<file path="config.mk">
export PLATFORM = sky130hd
export DESIGN_NAME = wb_retire_unit_flat
export DESIGN_NICKNAME = d
export VERILOG_FILES = /design/src/rtl/wb_retire_unit_if.sv /design/src/rtl/wb_retire_unit.sv /design/src/flat_wrapper.sv
export SDC_FILE = /design/constraint.sdc
export NUM_CORES = 2
export LEC_CHECK = 0
export CORE_AREA = 2 2 389 391
export CTS_CLUSTER_SIZE = 14
export DETAILED_ROUTE_END_ITERATION = 6
export DIE_AREA = 0 0 391 393
export GPL_TIMING_DRIVEN = 1
export HOLD_SLACK_MARGIN = 0.1
export PLACE_DENSITY_LB_ADDON = 0.05
export SETUP_SLACK_MARGIN = 0.1
export SLEW_MARGIN = 0
export SYNTH_ARGS = -nofsm -noshare
export SYNTH_HDL_FRONTEND = slang
export SYNTH_SLANG_ARGS = --single-unit
</file>
<file path="constraint.sdc">
create_clock -name clk -period 4.1 [get_ports clk]
set_input_delay 0.41 -clock clk [delete_from_list [all_inputs] [get_ports clk]]
set_output_delay 0.41 -clock clk [all_outputs]
set_load 0.02 [all_outputs]
</file>
<file path="src/rtl/wb_retire_unit_if.sv">
// Bundle between the memory stage and the retire unit: retire handshake, write-back inputs, read ports, redirect and status.
// master = upstream pipeline/bench, slave = wb_retire_unit.
interface wb_retire_unit_if #(
    parameter int XLEN = 32,
    parameter int NREG = 32
);
    localparam int AW = (NREG > 1) ? $clog2(NREG) : 1;

    logic            in_valid;
    logic            in_ready;
    logic [XLEN-1:0] in_pc;
    logic [3:0]      in_wb_sel;
    logic [AW-1:0]   in_wb_addr;
    logic            in_rf_wen;
    logic [XLEN-1:0] in_alu_out;
    logic [XLEN-1:0] in_mem_rdata;
    logic [1:0]      in_mem_off;
    logic [XLEN-1:0] in_csr_rdata;
    logic            in_br_flg;
    logic            in_jmp_flg;
    logic            in_trap;
    logic [XLEN-1:0] in_br_target;
    logic [XLEN-1:0] in_trap_vector;

    logic [AW-1:0]   rs1_addr;
    logic [AW-1:0]   rs2_addr;
    logic [XLEN-1:0] rs1_data;
    logic [XLEN-1:0] rs2_data;

    logic            redirect_valid;
    logic [XLEN-1:0] redirect_pc;
    logic [63:0]     instret;
    logic            exit;

    modport master (
        output in_valid, in_pc, in_wb_sel, in_wb_addr, in_rf_wen,
               in_alu_out, in_mem_rdata, in_mem_off, in_csr_rdata,
               in_br_flg, in_jmp_flg, in_trap, in_br_target, in_trap_vector,
               rs1_addr, rs2_addr,
        input  in_ready, rs1_data, rs2_data,
               redirect_valid, redirect_pc, instret, exit
    );

    modport slave (
        input  in_valid, in_pc, in_wb_sel, in_wb_addr, in_rf_wen,
               in_alu_out, in_mem_rdata, in_mem_off, in_csr_rdata,
               in_br_flg, in_jmp_flg, in_trap, in_br_target, in_trap_vector,
               rs1_addr, rs2_addr,
        output in_ready, rs1_data, rs2_data,
               redirect_valid, redirect_pc, instret, exit
    );
endinterface

</file>
<file path="src/rtl/wb_retire_unit.sv">
// Write-back/retire stage: load extraction, register file commit, redirect pulse, retire counter, sticky exit.
// Latency: RF write and redirect visible next cycle (same-cycle reads via bypass); in_ready = !exit, no other stall.
module wb_retire_unit #(
    parameter int              XLEN    = 32,
    parameter int              NREG    = 32,
    parameter logic [XLEN-1:0] SP_INIT = XLEN'(32'h0000_0800),
    parameter logic [XLEN-1:0] EXIT_PC = XLEN'(32'hFFFF_FF00)
) (
    input logic              clk,
    input logic              rst_n,
    wb_retire_unit_if.slave  bus
);
    localparam int AW = (NREG > 1) ? $clog2(NREG) : 1;

    localparam logic [3:0] SEL_ALU   = 4'd0;
    localparam logic [3:0] SEL_MEMB  = 4'd1;
    localparam logic [3:0] SEL_MEMBU = 4'd2;
    localparam logic [3:0] SEL_MEMH  = 4'd3;
    localparam logic [3:0] SEL_MEMHU = 4'd4;
    localparam logic [3:0] SEL_MEMW  = 4'd5;
    localparam logic [3:0] SEL_PC4   = 4'd6;
    localparam logic [3:0] SEL_CSR   = 4'd7;

    logic [XLEN-1:0] rf_q [NREG];
    logic            redir_vld_q, redir_vld_d;
    logic [XLEN-1:0] redir_pc_q,  redir_pc_d;
    logic [63:0]     instret_q,   instret_d;
    logic            exit_q,      exit_d;

    logic            retire;
    logic            rf_we;
    logic [XLEN-1:0] byte_sh;
    logic [XLEN-1:0] half_sh;
    logic [XLEN-1:0] wb_data;

    assign bus.in_ready = !exit_q;
    assign retire       = bus.in_valid && !exit_q;
    assign rf_we        = retire && bus.in_rf_wen && (bus.in_wb_addr != '0);

    // Halfword lanes are selected by offset bit 1 only, so a misaligned
    // halfword offset folds back onto its aligned lane.
    assign byte_sh = bus.in_mem_rdata >> {bus.in_mem_off, 3'b000};
    assign half_sh = bus.in_mem_rdata >> {bus.in_mem_off[1], 4'b0000};

    always_comb begin
        wb_data = bus.in_alu_out;
        case (bus.in_wb_sel)
            SEL_MEMB:  wb_data = {{(XLEN-8){byte_sh[7]}},   byte_sh[7:0]};
            SEL_MEMBU: wb_data = {{(XLEN-8){1'b0}},         byte_sh[7:0]};
            SEL_MEMH:  wb_data = {{(XLEN-16){half_sh[15]}}, half_sh[15:0]};
            SEL_MEMHU: wb_data = {{(XLEN-16){1'b0}},        half_sh[15:0]};
            SEL_MEMW:  wb_data = bus.in_mem_rdata;
            SEL_PC4:   wb_data = bus.in_pc + XLEN'(4);
            SEL_CSR:   wb_data = bus.in_csr_rdata;
            SEL_ALU:   wb_data = bus.in_alu_out;
            default:   wb_data = bus.in_alu_out;
        endcase
    end

    always_ff @(posedge clk or negedge rst_n) begin
        if (!rst_n) begin
            for (int i = 0; i < NREG; i++) begin
                rf_q[i] <= (i == 2) ? SP_INIT : '0;
            end
        end else if (rf_we) begin
            rf_q[bus.in_wb_addr] <= wb_data;
        end
    end

    // Bypass lets the decode stage see a value retiring in this very cycle.
    assign bus.rs1_data = (bus.rs1_addr == '0)                       ? '0      :
                          (rf_we && (bus.rs1_addr == bus.in_wb_addr)) ? wb_data :
                                                                        rf_q[bus.rs1_addr];
    assign bus.rs2_data = (bus.rs2_addr == '0)                       ? '0      :
                          (rf_we && (bus.rs2_addr == bus.in_wb_addr)) ? wb_data :
                                                                        rf_q[bus.rs2_addr];

    always_comb begin
        redir_vld_d = 1'b0;
        redir_pc_d  = redir_pc_q;
        instret_d   = instret_q;
        exit_d      = exit_q;
        if (retire) begin
            instret_d = instret_q + 64'd1;
            if (bus.in_pc == EXIT_PC) begin
                exit_d = 1'b1;
            end
            if (bus.in_br_flg) begin
                redir_vld_d = 1'b1;
                redir_pc_d  = bus.in_br_target;
            end else if (bus.in_jmp_flg) begin
                redir_vld_d = 1'b1;
                redir_pc_d  = bus.in_alu_out;
            end else if (bus.in_trap) begin
                redir_vld_d = 1'b1;
                redir_pc_d  = bus.in_trap_vector;
            end
        end
    end

    always_ff @(posedge clk or negedge rst_n) begin
        if (!rst_n) begin
            redir_vld_q <= 1'b0;
            redir_pc_q  <= '0;
            instret_q   <= '0;
            exit_q      <= 1'b0;
        end else begin
            redir_vld_q <= redir_vld_d;
            redir_pc_q  <= redir_pc_d;
            instret_q   <= instret_d;
            exit_q      <= exit_d;
        end
    end

    assign bus.redirect_valid = redir_vld_q;
    assign bus.redirect_pc    = redir_pc_q;
    assign bus.instret        = instret_q;
    assign bus.exit           = exit_q;

endmodule

</file>
<file path="src/flat_wrapper.sv">
// flat-port wrapper written by rule: the top's interface ports become plain ports
module wb_retire_unit_flat 
#(
    parameter int              XLEN    = 32,
    parameter int              NREG    = 32,
    parameter logic [XLEN-1:0] SP_INIT = XLEN'(32'h0000_0800),
    parameter logic [XLEN-1:0] EXIT_PC = XLEN'(32'hFFFF_FF00)
)
  (clk, rst_n, bus_in_valid, bus_in_pc, bus_in_wb_sel, bus_in_wb_addr, bus_in_rf_wen, bus_in_alu_out, bus_in_mem_rdata, bus_in_mem_off, bus_in_csr_rdata, bus_in_br_flg, bus_in_jmp_flg, bus_in_trap, bus_in_br_target, bus_in_trap_vector, bus_rs1_addr, bus_rs2_addr, bus_in_ready, bus_rs1_data, bus_rs2_data, bus_redirect_valid, bus_redirect_pc, bus_instret, bus_exit);
  wb_retire_unit_if #(.XLEN(XLEN), .NREG(NREG)) bus_i ();
  input logic clk;
  input logic rst_n;
  input wire logic [$bits(bus_i.in_valid)-1:0] bus_in_valid;
  input wire logic [$bits(bus_i.in_pc)-1:0] bus_in_pc;
  input wire logic [$bits(bus_i.in_wb_sel)-1:0] bus_in_wb_sel;
  input wire logic [$bits(bus_i.in_wb_addr)-1:0] bus_in_wb_addr;
  input wire logic [$bits(bus_i.in_rf_wen)-1:0] bus_in_rf_wen;
  input wire logic [$bits(bus_i.in_alu_out)-1:0] bus_in_alu_out;
  input wire logic [$bits(bus_i.in_mem_rdata)-1:0] bus_in_mem_rdata;
  input wire logic [$bits(bus_i.in_mem_off)-1:0] bus_in_mem_off;
  input wire logic [$bits(bus_i.in_csr_rdata)-1:0] bus_in_csr_rdata;
  input wire logic [$bits(bus_i.in_br_flg)-1:0] bus_in_br_flg;
  input wire logic [$bits(bus_i.in_jmp_flg)-1:0] bus_in_jmp_flg;
  input wire logic [$bits(bus_i.in_trap)-1:0] bus_in_trap;
  input wire logic [$bits(bus_i.in_br_target)-1:0] bus_in_br_target;
  input wire logic [$bits(bus_i.in_trap_vector)-1:0] bus_in_trap_vector;
  input wire logic [$bits(bus_i.rs1_addr)-1:0] bus_rs1_addr;
  input wire logic [$bits(bus_i.rs2_addr)-1:0] bus_rs2_addr;
  output wire logic [$bits(bus_i.in_ready)-1:0] bus_in_ready;
  output wire logic [$bits(bus_i.rs1_data)-1:0] bus_rs1_data;
  output wire logic [$bits(bus_i.rs2_data)-1:0] bus_rs2_data;
  output wire logic [$bits(bus_i.redirect_valid)-1:0] bus_redirect_valid;
  output wire logic [$bits(bus_i.redirect_pc)-1:0] bus_redirect_pc;
  output wire logic [$bits(bus_i.instret)-1:0] bus_instret;
  output wire logic [$bits(bus_i.exit)-1:0] bus_exit;
  assign bus_i.in_valid = bus_in_valid;
  assign bus_i.in_pc = bus_in_pc;
  assign bus_i.in_wb_sel = bus_in_wb_sel;
  assign bus_i.in_wb_addr = bus_in_wb_addr;
  assign bus_i.in_rf_wen = bus_in_rf_wen;
  assign bus_i.in_alu_out = bus_in_alu_out;
  assign bus_i.in_mem_rdata = bus_in_mem_rdata;
  assign bus_i.in_mem_off = bus_in_mem_off;
  assign bus_i.in_csr_rdata = bus_in_csr_rdata;
  assign bus_i.in_br_flg = bus_in_br_flg;
  assign bus_i.in_jmp_flg = bus_in_jmp_flg;
  assign bus_i.in_trap = bus_in_trap;
  assign bus_i.in_br_target = bus_in_br_target;
  assign bus_i.in_trap_vector = bus_in_trap_vector;
  assign bus_i.rs1_addr = bus_rs1_addr;
  assign bus_i.rs2_addr = bus_rs2_addr;
  assign bus_in_ready = bus_i.in_ready;
  assign bus_rs1_data = bus_i.rs1_data;
  assign bus_rs2_data = bus_i.rs2_data;
  assign bus_redirect_valid = bus_i.redirect_valid;
  assign bus_redirect_pc = bus_i.redirect_pc;
  assign bus_instret = bus_i.instret;
  assign bus_exit = bus_i.exit;
  wb_retire_unit #(.XLEN(XLEN), .NREG(NREG), .SP_INIT(SP_INIT), .EXIT_PC(EXIT_PC)) u_core (.clk(clk), .rst_n(rst_n), .bus(bus_i));
endmodule
</file>
* Word level (Yosys, flattened, before mapping) *
Cells that the tools add are included.

storage, ports and cells
  input port bits = 220
  bits in registers = 1122

cells by class
  order comparisons = 4
  add/subtract/negate cells = 2
  reduce and logical (&&, ||, !) cells = 13
  equality and inequality tests = 10
  shift operators = 2
  muxes and demuxes = 21
  bitwise gates (word level) = 3

operators with widths
  kind                                                                  count
  1024-bit bitwise mux                                                  1
  32-bit 2-to-1 mux                                                     12
  32-bit binary-select mux with 5-bit select                            2
  32-bit case mux with 7 select lines                                   1
  32-bit demux with 5-bit select                                        1
  64-bit by 1-bit adder with 64-bit output, second input constant       1
  32-bit by 3-bit adder with 32-bit output, second input constant       1
  32-bit == test, second input constant                                 1
  32-bit by 5-bit >> shifter with 16-bit output                         1
  32-bit by 5-bit >> shifter with 8-bit output                          1
  6-bit greater-or-equal comparator, second input constant              3
  5-bit inverter with 6-bit output                                      3
  4-bit by 3-bit == test with 1-bit output, second input constant       4
  5-bit == test                                                         2
  5-bit zero test                                                       2
  4-bit by 2-bit == test with 1-bit output, second input constant       2
  1-bit logical AND                                                     6
  6-bit by 1-bit < comparator with 1-bit output, second input constant  1
  5-bit nonzero test                                                    1
  4-bit by 1-bit == test with 1-bit output, second input constant       1
  1-bit 2-to-1 mux                                                      4
  2-bit AND reduction                                                   2
  3-bit nonzero test                                                    1
  1-bit zero test                                                       1

* Longest topological paths before layout *
  depth in word-level cells = 7
  mapped depth = 11
  mapped depth without buffers = 7

* Worst setup path before layout *
Ideal clock, no wire load.

  kind = input to output
  start = input bus_rs1_addr[0]
  end = output bus_rs1_data[27]
  arrival = 2.737 ns
  stages on the path = 7
  path buffers = 3
  path slack = 0.953 ns
  cell sequence = buf_2 buf_2 buf_1 mux4_2 mux4_2 a221oi_1 a21oi_1

on the way
  longest elaborated chain between the ends = 6

RTL lines
  element                                                 line                  RTL
  from (decl)                                             flat_wrapper.sv:27    input wire logic [$bits(bus_i.rs1_addr)-1:0] bus_rs1_addr;
  5-bit inverter with 6-bit output (not written as such)  wb_retire_unit.sv:73  rf_q[bus.rs1_addr];
  32-bit binary-select mux with 5-bit select              wb_retire_unit.sv:73
  32-bit 2-to-1 mux (not written as such) (2 in a row)    wb_retire_unit.sv:73
  32-bit 2-to-1 mux                                       wb_retire_unit.sv:72  (rf_we && (bus.rs1_addr == bus.in_wb_addr)) ? wb_data :
  32-bit 2-to-1 mux (*)                                   wb_retire_unit.sv:71  assign bus.rs1_data = (bus.rs1_addr == '0) ? '0 :
  to (decl)                                               flat_wrapper.sv:30    output wire logic [$bits(bus_i.rs1_data)-1:0] bus_rs1_data;

Every way passes the cells marked *; elsewhere a longest branch is shown, timed or not. The select of a mux whose other input is x is not followed.

* Worst setup path in the final report *
  start = input bus_in_pc[6]
  end = output bus_rs2_data[25]

on the way
  longest elaborated chain between the ends = 4

RTL lines
  element                                   line                  RTL
  from (decl)                               flat_wrapper.sv:14    input wire logic [$bits(bus_i.in_pc)-1:0] bus_in_pc;
  32-bit by 3-bit adder with 32-bit output  wb_retire_unit.sv:53  SEL_PC4: wb_data = bus.in_pc + XLEN'(4);
  32-bit case mux with 7 select lines       wb_retire_unit.sv:47  case (bus.in_wb_sel)
  32-bit 2-to-1 mux                         wb_retire_unit.sv:75  (rf_we && (bus.rs2_addr == bus.in_wb_addr)) ? wb_data :
  32-bit 2-to-1 mux                         wb_retire_unit.sv:74  assign bus.rs2_data = (bus.rs2_addr == '0) ? '0 :
  to (decl)                                 flat_wrapper.sv:31    output wire logic [$bits(bus_i.rs2_data)-1:0] bus_rs2_data;

Every way passes these cells.

==> impl_results.md <==
- Outcome: finished clean
- Final Wtd Congestion: 0.947
- CP cell instances: clkdlybuf4s50_1 > nand3_1 > or3_1 > buf_4 > nor4_1 > xor2_1 > a21oi_4 > buf_12 > a21oi_1 > clkdlybuf4s50_1
- Share of layout cells above drive strength 1: 0.246
- Starting Density: 0.399
- CP peak stage delay: 670 ps
- Critical path data arrival time: 3530 ps
- CTS tree: yes
- Logic pwr share: 0.198
- Highest-delay cell along the critical path: clkdlybuf4s50_1
- Largest area contributor in the netlist: dfrtp_1
- Switching Fraction: 0.291
- Synth top area share: 0.472
- Seq pwr share: 0.421
- Die area: 0.154 sq mm
- Vias/cell: roughly 5.9
- Net count, final: 5768
- Fin crit share: 0.962
- Post-Syn Nets: roughly 5.4k
- Syn Inst Count: roughly 5.2k
- Die height: 393 um
- Max-Cap Viols: 0
- Mapped Area: around 0.059 sq mm
- Syn avg cell area: 11.4 sq um
- Worst Max-Slew Pin Slew: 1120 ps
- Slew Limit Headroom: 0.252
- Cell Int Power: 22.9 mW
- Die Span X: 391 um
- HP Class: in -> reg
- Clock Skews: 18.4 ps
- PnR Total Power: 32.3 mW
- Area Growth Syn to Fin: 21.5%
- Multi-input gate area: 0.0298 sq mm
- Largest net degree at the start of global routing: 92
- First-pass GRT wire length: between 300000 and 400000 um
- Worst path bufs/invs: 4
- Initial antenna violation count: 9
- Io pins: approximately 380
- Ys flop type: dfrtp_1
- YS warnings: 0
- Fillers: 13.7k
- Asr flop ratio synth: 1.00
- Top-count cell post-synth: dfrtp_1
- WL per Instance: 29.7 um
- Clk pin slew, worst setup/hold paths: 60 ps
- Worst Path Required: 3690 ps
- Family with the most delay on the worst path: buffers and inverters
- Post-synth EDFFs: 0
- GRT Total Usage: 0.298
- Kind of critical path: in -> out
- RSZ-0062 raised after global routing: no
- Fin worst setup slack: 156 ps
- Vias in the first global route: 45.0k
- CP endpoint kind: output port
- Pre-antenna DRT Iters: 6
- Drt first-iter violations: 3661
- Clock Sinks: ~1.1k
- Synth Register Bits: 1122
- Clock tree buffer depth: 3
- Top cells by area, synth: dfrtp_1, mux4_2, nand2_1
- Sw Pwr: 9.40 mW
- I/O Buffers: 382
- Most used cell, CP: clkdlybuf4s50_1
- Commonest cells in the synthesized netlist: dfrtp_1, nand2_1, o21ai_0
- # setup viols final: 0
- Post-DP HPWL: 151000 um
- DRC: 0
- Pre-CTS setup slack: -260 ps
- Clock power share: 0.381
- Sequential area share after synthesis: 0.472
- CTS Root Cell: clkbuf_16
- Inserted Clock Buffers: 136
- Leakage: 31.0 nW
- Final hold vios: 0
- Post-DRT Antenna Nets: 0
- Worst skew pair latency: 770 ps
- Register Area: 0.0281 sq mm
- CTS H-Tree Depth: 4
- VDD IR max: 0.331 mV
- Worst Setup Start Kind: primary input
- Final global-route overflow total: 0
- Post-Route WL: 225000 um
- Fin crit period: 3940 ps
- Power Density: roughly 450 mW/mm^2
- Pins Over Slew Limit: 0
- Yosys cell types: 65
- Fmax: around 0.25 GHz
- Core ar.: 0.149 sq mm
- Vias: 44.8k
- Peak fanout along the critical path: 5
- Reg2reg setup slack: 1380 ps
- FP Rows: ~140
-- kinds of logic (layout without fill, tap and decap cells) --
logic type | after synthesis | count (layout) | share of synthesized area
buffers and inverters | 558 | 990 | 0.0388
and+or+nand+nor | 1395 | 1395 | 0.0965
AOI/OAI and AO/OA | 1265 | 1265 | 0.119
muxes | 777 | 777 | 0.259
other | 0 | 9 | 0
DFF | 1122 | 1122 | 0.472
adders and majority gates | 3 | 3 | 0.000631
xor gates and xnor gates | 97 | 97 | 0.0143
-- power by group through the flow --
stage          combinational (mW)  clock [mW]  sequential [mW]
2_1_floorplan                3.84           0             13.5
3_3_place_gp                 6.34           0             13.7
3_5_place_dp                 6.42           0             13.8
4_1_cts                      6.44        12.6             13.6
5_1_grt                      6.93        13.1             13.8
6_report                     6.42        12.3             13.6
-- placed cells by master, fill, tap and decap left out, drive strengths merged, types with 29 or more instances in the layout --
master	n
buf	377
o21ai	1008
clkdlybuf4s50	331
mux2i	130
a21oi	97
nor2	92
nand4	29
mux4	604
clkbuf	200
a221oi	37
dfrtp	1121
mux2	43
nand3	60
xnor2	69
nand2	1094
-- sequential cells by signal, summed over array words and instances (netlist names) --
name and count:
u_core.bus.redirect_valid 1, u_core.bus.instret 64, u_core.rf_q 1024, u_core.bus.redirect_pc 32, u_core.bus.exit 1
-- routing by layer --
layer,track usage,up-vias,share of wire
li1,-,19800,-
met5,0,-,0
met4,0.0931,0,0.032
met3,0.0431,314,0.057
met1,0.420,23200,0.44
met2,0.479,1465,0.47
-- final cells by class --
class / count / share of cell area
tap: 1944 / 0.0337
clock buffer: 199 / 0.0560
timing repair buffer: 733 / 0.102
clock inverter: 43 / 0.00665
sequential: 1122 / 0.389
antenna: 9 / 0.000312
inverter: 15 / 0.000779
multi-input combinational: 3537 / 0.412
-- stage by stage --
stage,cells,utilization,instance area [sq um],hold WS (ps),setup TNS (ps)
after global routing,7598,0.484,72300,190,0
after global placement,7344,0.452,67500,377,-539
final,7602,0.484,72300,170,0
after floorplan,5217,-,59500,114,0
after CTS,7592,0.483,72100,120,0
after detailed placement,7344,0.452,67500,383,-690
-- worst register-to-register path, delay by kind of cell, from the launching register on --
kind             cells  cell delay [ps]
XOR/XNOR             1              160
AND/OR/NAND/NOR      5             1990
flip-flops           1              450
-- worst paths after layout --
| check | startpoint | to | cells after the start |
|---|---|---|---|
| min | bus_in_jmp_flg | u_core.bus.redirect_pc[22]$_DFFE_PN0P_ | 4 |
| max in group asynchronous | rst_n | u_core.rf_q[133]$_DFFE_PN0P_ | 3 |
| min in group asynchronous | rst_n | u_core.bus.redirect_valid$_DFF_PN0_ | 2 |
| max | bus_in_pc[6] | bus_rs2_data[25] | 10 |
| min reg2reg | u_core.rf_q[1014]$_DFFE_PN0P_ | u_core.rf_q[1014]$_DFFE_PN0P_ | 0 |
| max reg2reg | u_core.bus.instret[12]$_DFFE_PN0P_ | u_core.bus.instret[63]$_DFFE_PN0P_ | 6 |
-- timing repair --
item | CTS | global route
hold buffers | 3 | 0
setup buffers | 3 | 1
gates resized for setup | 29 | 26
pin swaps | 4 | 4
hold endpoints to repair | 62 | 0
endpoints found under the setup margin | 32 | 28
Note: power is estimated with default switching activity, not from simulation.
